### config.mk
export PLATFORM = sky130hd
export DESIGN_NAME = xgxs_tx_mapper
export DESIGN_NICKNAME = d
export VERILOG_FILES = /design/src/rtl/xgxs_pcs_pkg.sv /design/src/rtl/xgxs_tx_idle_gen.sv /design/src/rtl/xgxs_tx_mapper.sv
export SDC_FILE = /design/constraint.sdc
export NUM_CORES = 1
export LEC_CHECK = 0
export BUFFER_PORTS_ARGS = -buffer_cell sky130_fd_sc_hd__clkbuf_2
export CAP_MARGIN = 20
export CORE_ASPECT_RATIO = 1.2
export CORE_MARGIN = 1.5
export CORE_UTILIZATION = 35
export CTS_CLUSTER_DIAMETER = 120
export DETAILED_ROUTE_END_ITERATION = 7
export GPL_TIMING_DRIVEN = 0
export PLACE_DENSITY_LB_ADDON = 0.25
export SYNTH_ARGS = -nofsm -noshare
export SYNTH_HDL_FRONTEND = slang
export SYNTH_SLANG_ARGS = --single-unit
export TNS_END_PERCENT = 50
### constraint.sdc
create_clock -name clk -period 2.5 [get_ports clk]
set_input_delay 0.125 -clock clk [delete_from_list [all_inputs] [get_ports clk]]
set_output_delay 0.125 -clock clk [all_outputs]
set_load 0.05 [all_outputs]
### src/rtl/xgxs_pcs_pkg.sv
// ============================================================================
// xgxs_pcs_pkg : shared XGXS PCS code-group constants, lane type, lane mapper
// Revision     : 1.0  initial release
// ============================================================================
`default_nettype none

package xgxs_pcs_pkg;

  localparam logic [7:0] K28_0      = 8'h1C;  // ||R||
  localparam logic [7:0] K28_3      = 8'h7C;  // ||A||
  localparam logic [7:0] K28_4      = 8'h9C;  // ||Q||
  localparam logic [7:0] K28_5      = 8'hBC;  // ||K||
  localparam logic [7:0] K27_7      = 8'hFB;  // /S/
  localparam logic [7:0] K29_7      = 8'hFD;  // /T/
  localparam logic [7:0] K30_7      = 8'hFE;  // /E/
  localparam logic [7:0] XGMII_IDLE = 8'h07;

  localparam logic [4:0] A_SPACING_BASE = 5'd16;

  typedef struct packed {
    logic [7:0] data;
    logic       k;
  } lane_slice_t;

  // Translation of one lane inside a non-idle column.
  function automatic lane_slice_t map_lane(input logic [7:0] b, input logic c,
                                           input logic sel_r);
    lane_slice_t s;
    s.data = b;
    s.k    = 1'b0;
    if (c) begin
      s.k = 1'b1;
      case (b)
        K27_7, K29_7, K30_7: s.data = b;
        XGMII_IDLE:          s.data = sel_r ? K28_0 : K28_5;
        default:             s.data = K30_7;
      endcase
    end
    return s;
  endfunction

endpackage

`default_nettype wire

### src/rtl/xgxs_tx_idle_gen.sv
// ============================================================================
// xgxs_tx_idle_gen : idle PRBS (x^7+x^6+1) and ||A|| spacing counter
// Revision         : 1.0  initial release
// ============================================================================
`default_nettype none

module xgxs_tx_idle_gen
  import xgxs_pcs_pkg::*;
#(
  parameter logic [6:0] LFSR_SEED = 7'h7F
) (
  input  logic clk,
  input  logic rst,
  input  logic idle_col,
  output logic send_a,
  output logic sel_r
);

  logic [6:0] prbs_q, prbs_d;
  logic [4:0] a_cnt_q, a_cnt_d;
  logic       w_reload;

  assign send_a   = (a_cnt_q == 5'd0);
  assign sel_r    = prbs_q[0];
  assign w_reload = idle_col & send_a;

  // Reload sees the pre-shift PRBS; an ||A|| due in a data column just waits at zero.
  always_comb begin
    prbs_d  = {prbs_q[5:0], prbs_q[6] ^ prbs_q[5]};
    a_cnt_d = a_cnt_q;
    if (w_reload) begin
      a_cnt_d = A_SPACING_BASE + {1'b0, prbs_q[3:0]};
    end else if (a_cnt_q != 5'd0) begin
      a_cnt_d = a_cnt_q - 5'd1;
    end
  end

  always_ff @(posedge clk) begin
    if (rst) begin
      prbs_q  <= LFSR_SEED;
      a_cnt_q <= 5'd0;
    end else begin
      prbs_q  <= prbs_d;
      a_cnt_q <= a_cnt_d;
    end
  end

endmodule

`default_nettype wire

### src/rtl/xgxs_tx_mapper.sv
// ============================================================================
// xgxs_tx_mapper : XGMII column to four 8b/10b lane inputs with idle randomizing
// Revision       : 1.0  initial release; XGXS_TX_SEQ_EN enables ||Q|| pass-through
// ============================================================================
`default_nettype none

module xgxs_tx_mapper
  import xgxs_pcs_pkg::*;
#(
  parameter logic [6:0] LFSR_SEED = 7'h7F
) (
  input  logic        clk,
  input  logic        rst,
  input  logic [31:0] txd,
  input  logic [3:0]  txc,
  output logic [31:0] lane_data_out,
  output logic [3:0]  lane_konstant_out,
  output logic        col_is_idle
);

  logic        w_send_a;
  logic        w_sel_r;
  logic        w_idle_pat;
  logic        w_q_pat;
  logic        w_is_idle;
  logic        w_pass_q;
  lane_slice_t w_lane [4];

  logic [31:0] data_q, data_d;
  logic [3:0]  konst_q, konst_d;
  logic        idle_q, idle_d;

  assign w_idle_pat = (txc == 4'hF) && (txd == {4{XGMII_IDLE}});
  assign w_q_pat    = (txc == 4'b0001) && (txd[7:0] == K28_4);

`ifdef XGXS_TX_SEQ_EN
  assign w_is_idle = w_idle_pat;
  assign w_pass_q  = w_q_pat;
`else
  assign w_is_idle = w_idle_pat | w_q_pat;
  assign w_pass_q  = 1'b0;
`endif

  xgxs_tx_idle_gen #(
    .LFSR_SEED (LFSR_SEED)
  ) u_idle_gen (
    .clk      (clk),
    .rst      (rst),
    .idle_col (w_is_idle),
    .send_a   (w_send_a),
    .sel_r    (w_sel_r)
  );

  genvar gi;
  for (gi = 0; gi < 4; gi++) begin : g_lane
    assign w_lane[gi] = map_lane(txd[8*gi +: 8], txc[gi], w_sel_r);
  end

  always_comb begin
    data_d  = '0;
    konst_d = 4'hF;
    idle_d  = w_is_idle;
    if (w_is_idle) begin
      if (w_send_a)     data_d = {4{K28_3}};
      else if (w_sel_r) data_d = {4{K28_0}};
      else              data_d = {4{K28_5}};
    end else begin
      for (int n = 0; n < 4; n++) begin
        data_d[8*n +: 8] = w_lane[n].data;
        konst_d[n]       = w_lane[n].k;
      end
      if (w_pass_q) begin
        data_d[7:0] = K28_4;
        konst_d[0]  = 1'b1;
      end
    end
  end

  always_ff @(posedge clk) begin
    if (rst) begin
      data_q  <= {4{K28_5}};
      konst_q <= 4'hF;
      idle_q  <= 1'b1;
    end else begin
      data_q  <= data_d;
      konst_q <= konst_d;
      idle_q  <= idle_d;
    end
  end

  assign lane_data_out     = data_q;
  assign lane_konstant_out = konst_q;
  assign col_is_idle       = idle_q;

endmodule

`default_nettype wire

==> summary.md <==
| Metric | Value |
|---|---|
| Status | `complete, no violations` |
| Critical Path RT | `2.70 ns` |
| Post-synthesis sequential area ratio | `47.2%` |
| Initial drt markers | `68` |
| Yosys reg bits | `49` |
| Hold Buf Count CTS | `0` |
| Initial antenna violation count | `0` |
| Vias per Instance | `4.94` |
| TritonCTS buffer count | `5` |
| Power Density | `about 730 nW/um^2` |
| Die Footprint | `6410 sq um` |
| Total track usage | `15.9%` |
| Nets | `around 340` |
| Lkg Pwr | `around 1.1 nW` |
| Initial core utilization | `36.4%` |
| Endpoints failing setup | `0` |
| Power, Total | `between 1.5 and 2 mW` |
| Mapped cell area | `about 2100 sq um` |
| WL final | `approximately 4.8 mm` |
| FP Rows | `30` |
| Slew margin rel. | `64.0%` |
| Setup TNS | `0 ns` |
| CTS Root Cell | `clkbuf_8` |
| Critical path arrival | `between 2 and 2.5 ns` |
| Crit path cell chain | `inv_1 > ha_1 > or3b_1 > nor2_1 > a21oi_1 > a211o_1` |
| First-pass GRT wire length | `7.77 mm` |
| Sink Count | `around 50` |
| DRC | `0` |
| CP startpoint kind | `register` |
| Fill cell count | `~600` |
| Worst-path clk slew | `0.09 ns` |
| Critical-path maximum fanout | `7` |
| Port Buffers | `73` |
| Commonest cells after routing, fill and taps aside | `clkbuf_2 (73), dfxtp_1 (49), nor2_1 (18)` |
| CTS tree | `yes` |
| Number of synthesized flops with an enable pin | `0` |
| Post-DP HPWL | `3.76 mm` |
| H-tree Lvls | `2` |
| GP Congestion | `around 0.85` |
| CP max-delay cell | `nor2_1` |
| Largest net degree at the start of global routing | `16` |
| Clock tree buffer depth | `2` |
| Area of the multi-input gates | `1030 sq um` |
| CP max stage delay | `0.43 ns` |
| Most common cell after layout, fill and taps aside | `clkbuf_2` |
| Worst Tran Pin Value | `~0.54 ns` |
| Hold Fails Final Rpt | `0` |
| Synth Flop Type | `dfxtp_1` |
| Async set or reset register ratio after synthesis | `0%` |
| Worst Hold Class | `in2reg` |
| RSZ-0062 raised after global routing | `false` |
| Register area | `981 sq um` |
| Die Y-Extent | `87.4 um` |
| Core area | `around 5700 sq um` |
| Post-CTS sizing | `0` |
| Vias | `1869` |
| Mean post-synth cell area | `9.58 sq um` |
| # Max-Cap Violations | `0` |
| Post-CTS Setup Inserts | `0` |
| Routed Antenna Nets | `0` |
| Routed wire per std cell | `between 10 and 15 um` |
| Min Tclk post-route | `2.06 ns` |
| # diodes | `0` |
| Post-Syn Instances | `217` |
| Worst setup EP type | `register` |
| Syn-to-layout area delta | `28.8%` |
| Slew Viols, Final | `0` |
| TritonRoute pass-1 iters | `4` |
| Worst-Skew Late Latency | `0.31 ns` |
| Count of cell types in the netlist | `48` |
| I/O Pins | `75` |
| Synthesis Warnings | `0` |
| Kind of critical path | `reg2reg` |
| Max Clk Rate | `0.486 GHz` |
| Max IR drop VDD | `276 uV` |
| Die Wd | `73.4 um` |
| Vias in the first global route | `1740` |
| Share of layout cells above drive strength 1 | `35.2%` |
| Final Skew | `0.00648 ns` |
| GR Overflow Total | `0` |
| Net Count, Synth | `256` |
| Final worst path period share | `82.3%` |
==> through the flow <==
stage / area, sq um / setup slack [ns] / util [%] / hold WS, ns / instances
after CTS: 2680 / 0.443 / 47.0 / 0.0135 / 378
after floorplan: 2080 / 0.734 / - / 0.225 / 217
after detailed placement: 2540 / 0.446 / 44.6 / 0.339 / 370
final: 2680 / 0.442 / 47.0 / 0.0157 / 378
after global routing: 2680 / 0.374 / 47.0 / 0.0299 / 378
after global placement: 2540 / 0.459 / 44.6 / 0.340 / 370
==> state kept, by name, summed over array words and instances, names as in the netlist <==
register / count
col_is_idle: 1
u_idle_gen.prbs_q: 7
lane_data_out: 32
lane_konstant_out: 4
u_idle_gen.a_cnt_q: 5
==> logic make-up after synthesis <==
kind of cell | synth area share (%)
flip-flops | 47.2
XOR/XNOR | 2.95
AND/OR/NAND/NOR | 30.6
AO/OA/AOI/OAI | 15.5
adder cells (fa/ha/maj) | 0.602
buffers and inverters | 3.19
==> cell usage after synthesis, drive strengths merged (2+ instances only) <==
library cell,n,share of area [%]
a21oi,16,3.9
nand2,9,1.9
nor3,18,4.9
or4,2,1.1
a31oi,6,1.8
a211oi,2,0.72
inv,7,1.3
nand3,2,0.48
o221ai,2,0.84
xnor2,6,2.5
and4,5,2.1
and2,5,1.5
o21ai,4,0.96
nor2,18,3.2
nor3b,2,0.72
nand2b,9,2.7
buf,4,1.2
or3,5,2.2
o21a,4,1.4
o211ai,2,0.72
or2,13,3.9
dfxtp,49,47
and4bb,2,1.2
a41oi,2,1.2
clkbuf,4,0.72
a211o,4,1.7
==> worst max-delay path: cells and delay by family, from the launching register on <==
kind	cells	cell delay, ns
adders and majority gates	1	0.18
AOI/OAI and AO/OA	2	0.55
buffers and inverters	1	0.08
DFF	1	0.33
and+or+nand+nor	2	0.81
==> final timing paths <==
| path | start | to | slack, ns | depth (start not counted) |
|---|---|---|---|---|
| setup / recovery | u_idle_gen.a_cnt_q[0] | lane_data_out[15] | 0.44 | 6 |
| hold / removal | txd[27] | lane_data_out[27] | 0.02 | 2 |
| setup reg to reg | u_idle_gen.a_cnt_q[0] | lane_data_out[15] | 0.44 | 6 |
| hold reg to reg | u_idle_gen.prbs_q[4] | u_idle_gen.prbs_q[5] | 0.41 | 1 |
==> metal layers <==
layer,wire [um],vias to the layer above,track usage (%)
li1,-,937,-
met1,2100,865,18.9
met2,2380,59,27.0
met3,258,8,4.05
met4,100,0,6.57
met5,0,-,0
==> final cells by class <==
class,instances,share of cell area [%]
timing repair buffer,73,13.6
tap,80,3.74
buffer,8,1.49
multi-input combinational,153,38.5
clock inverter,3,2.43
clock buffer,5,2.57
inverter,7,0.981
sequential,49,36.6
==> power breakdown <==
part | internal, mW | switching, mW | leakage [nW] | total, mW
registers | 0.837 | 0.0246 | 0.406 | 0.862
clock network | 0.397 | 0.257 | 0.0681 | 0.654
logic | 0.157 | 0.289 | 0.673 | 0.446
total | 1.39 | 0.571 | 1.15 | 1.96
(Power assumes the default switching activity.)
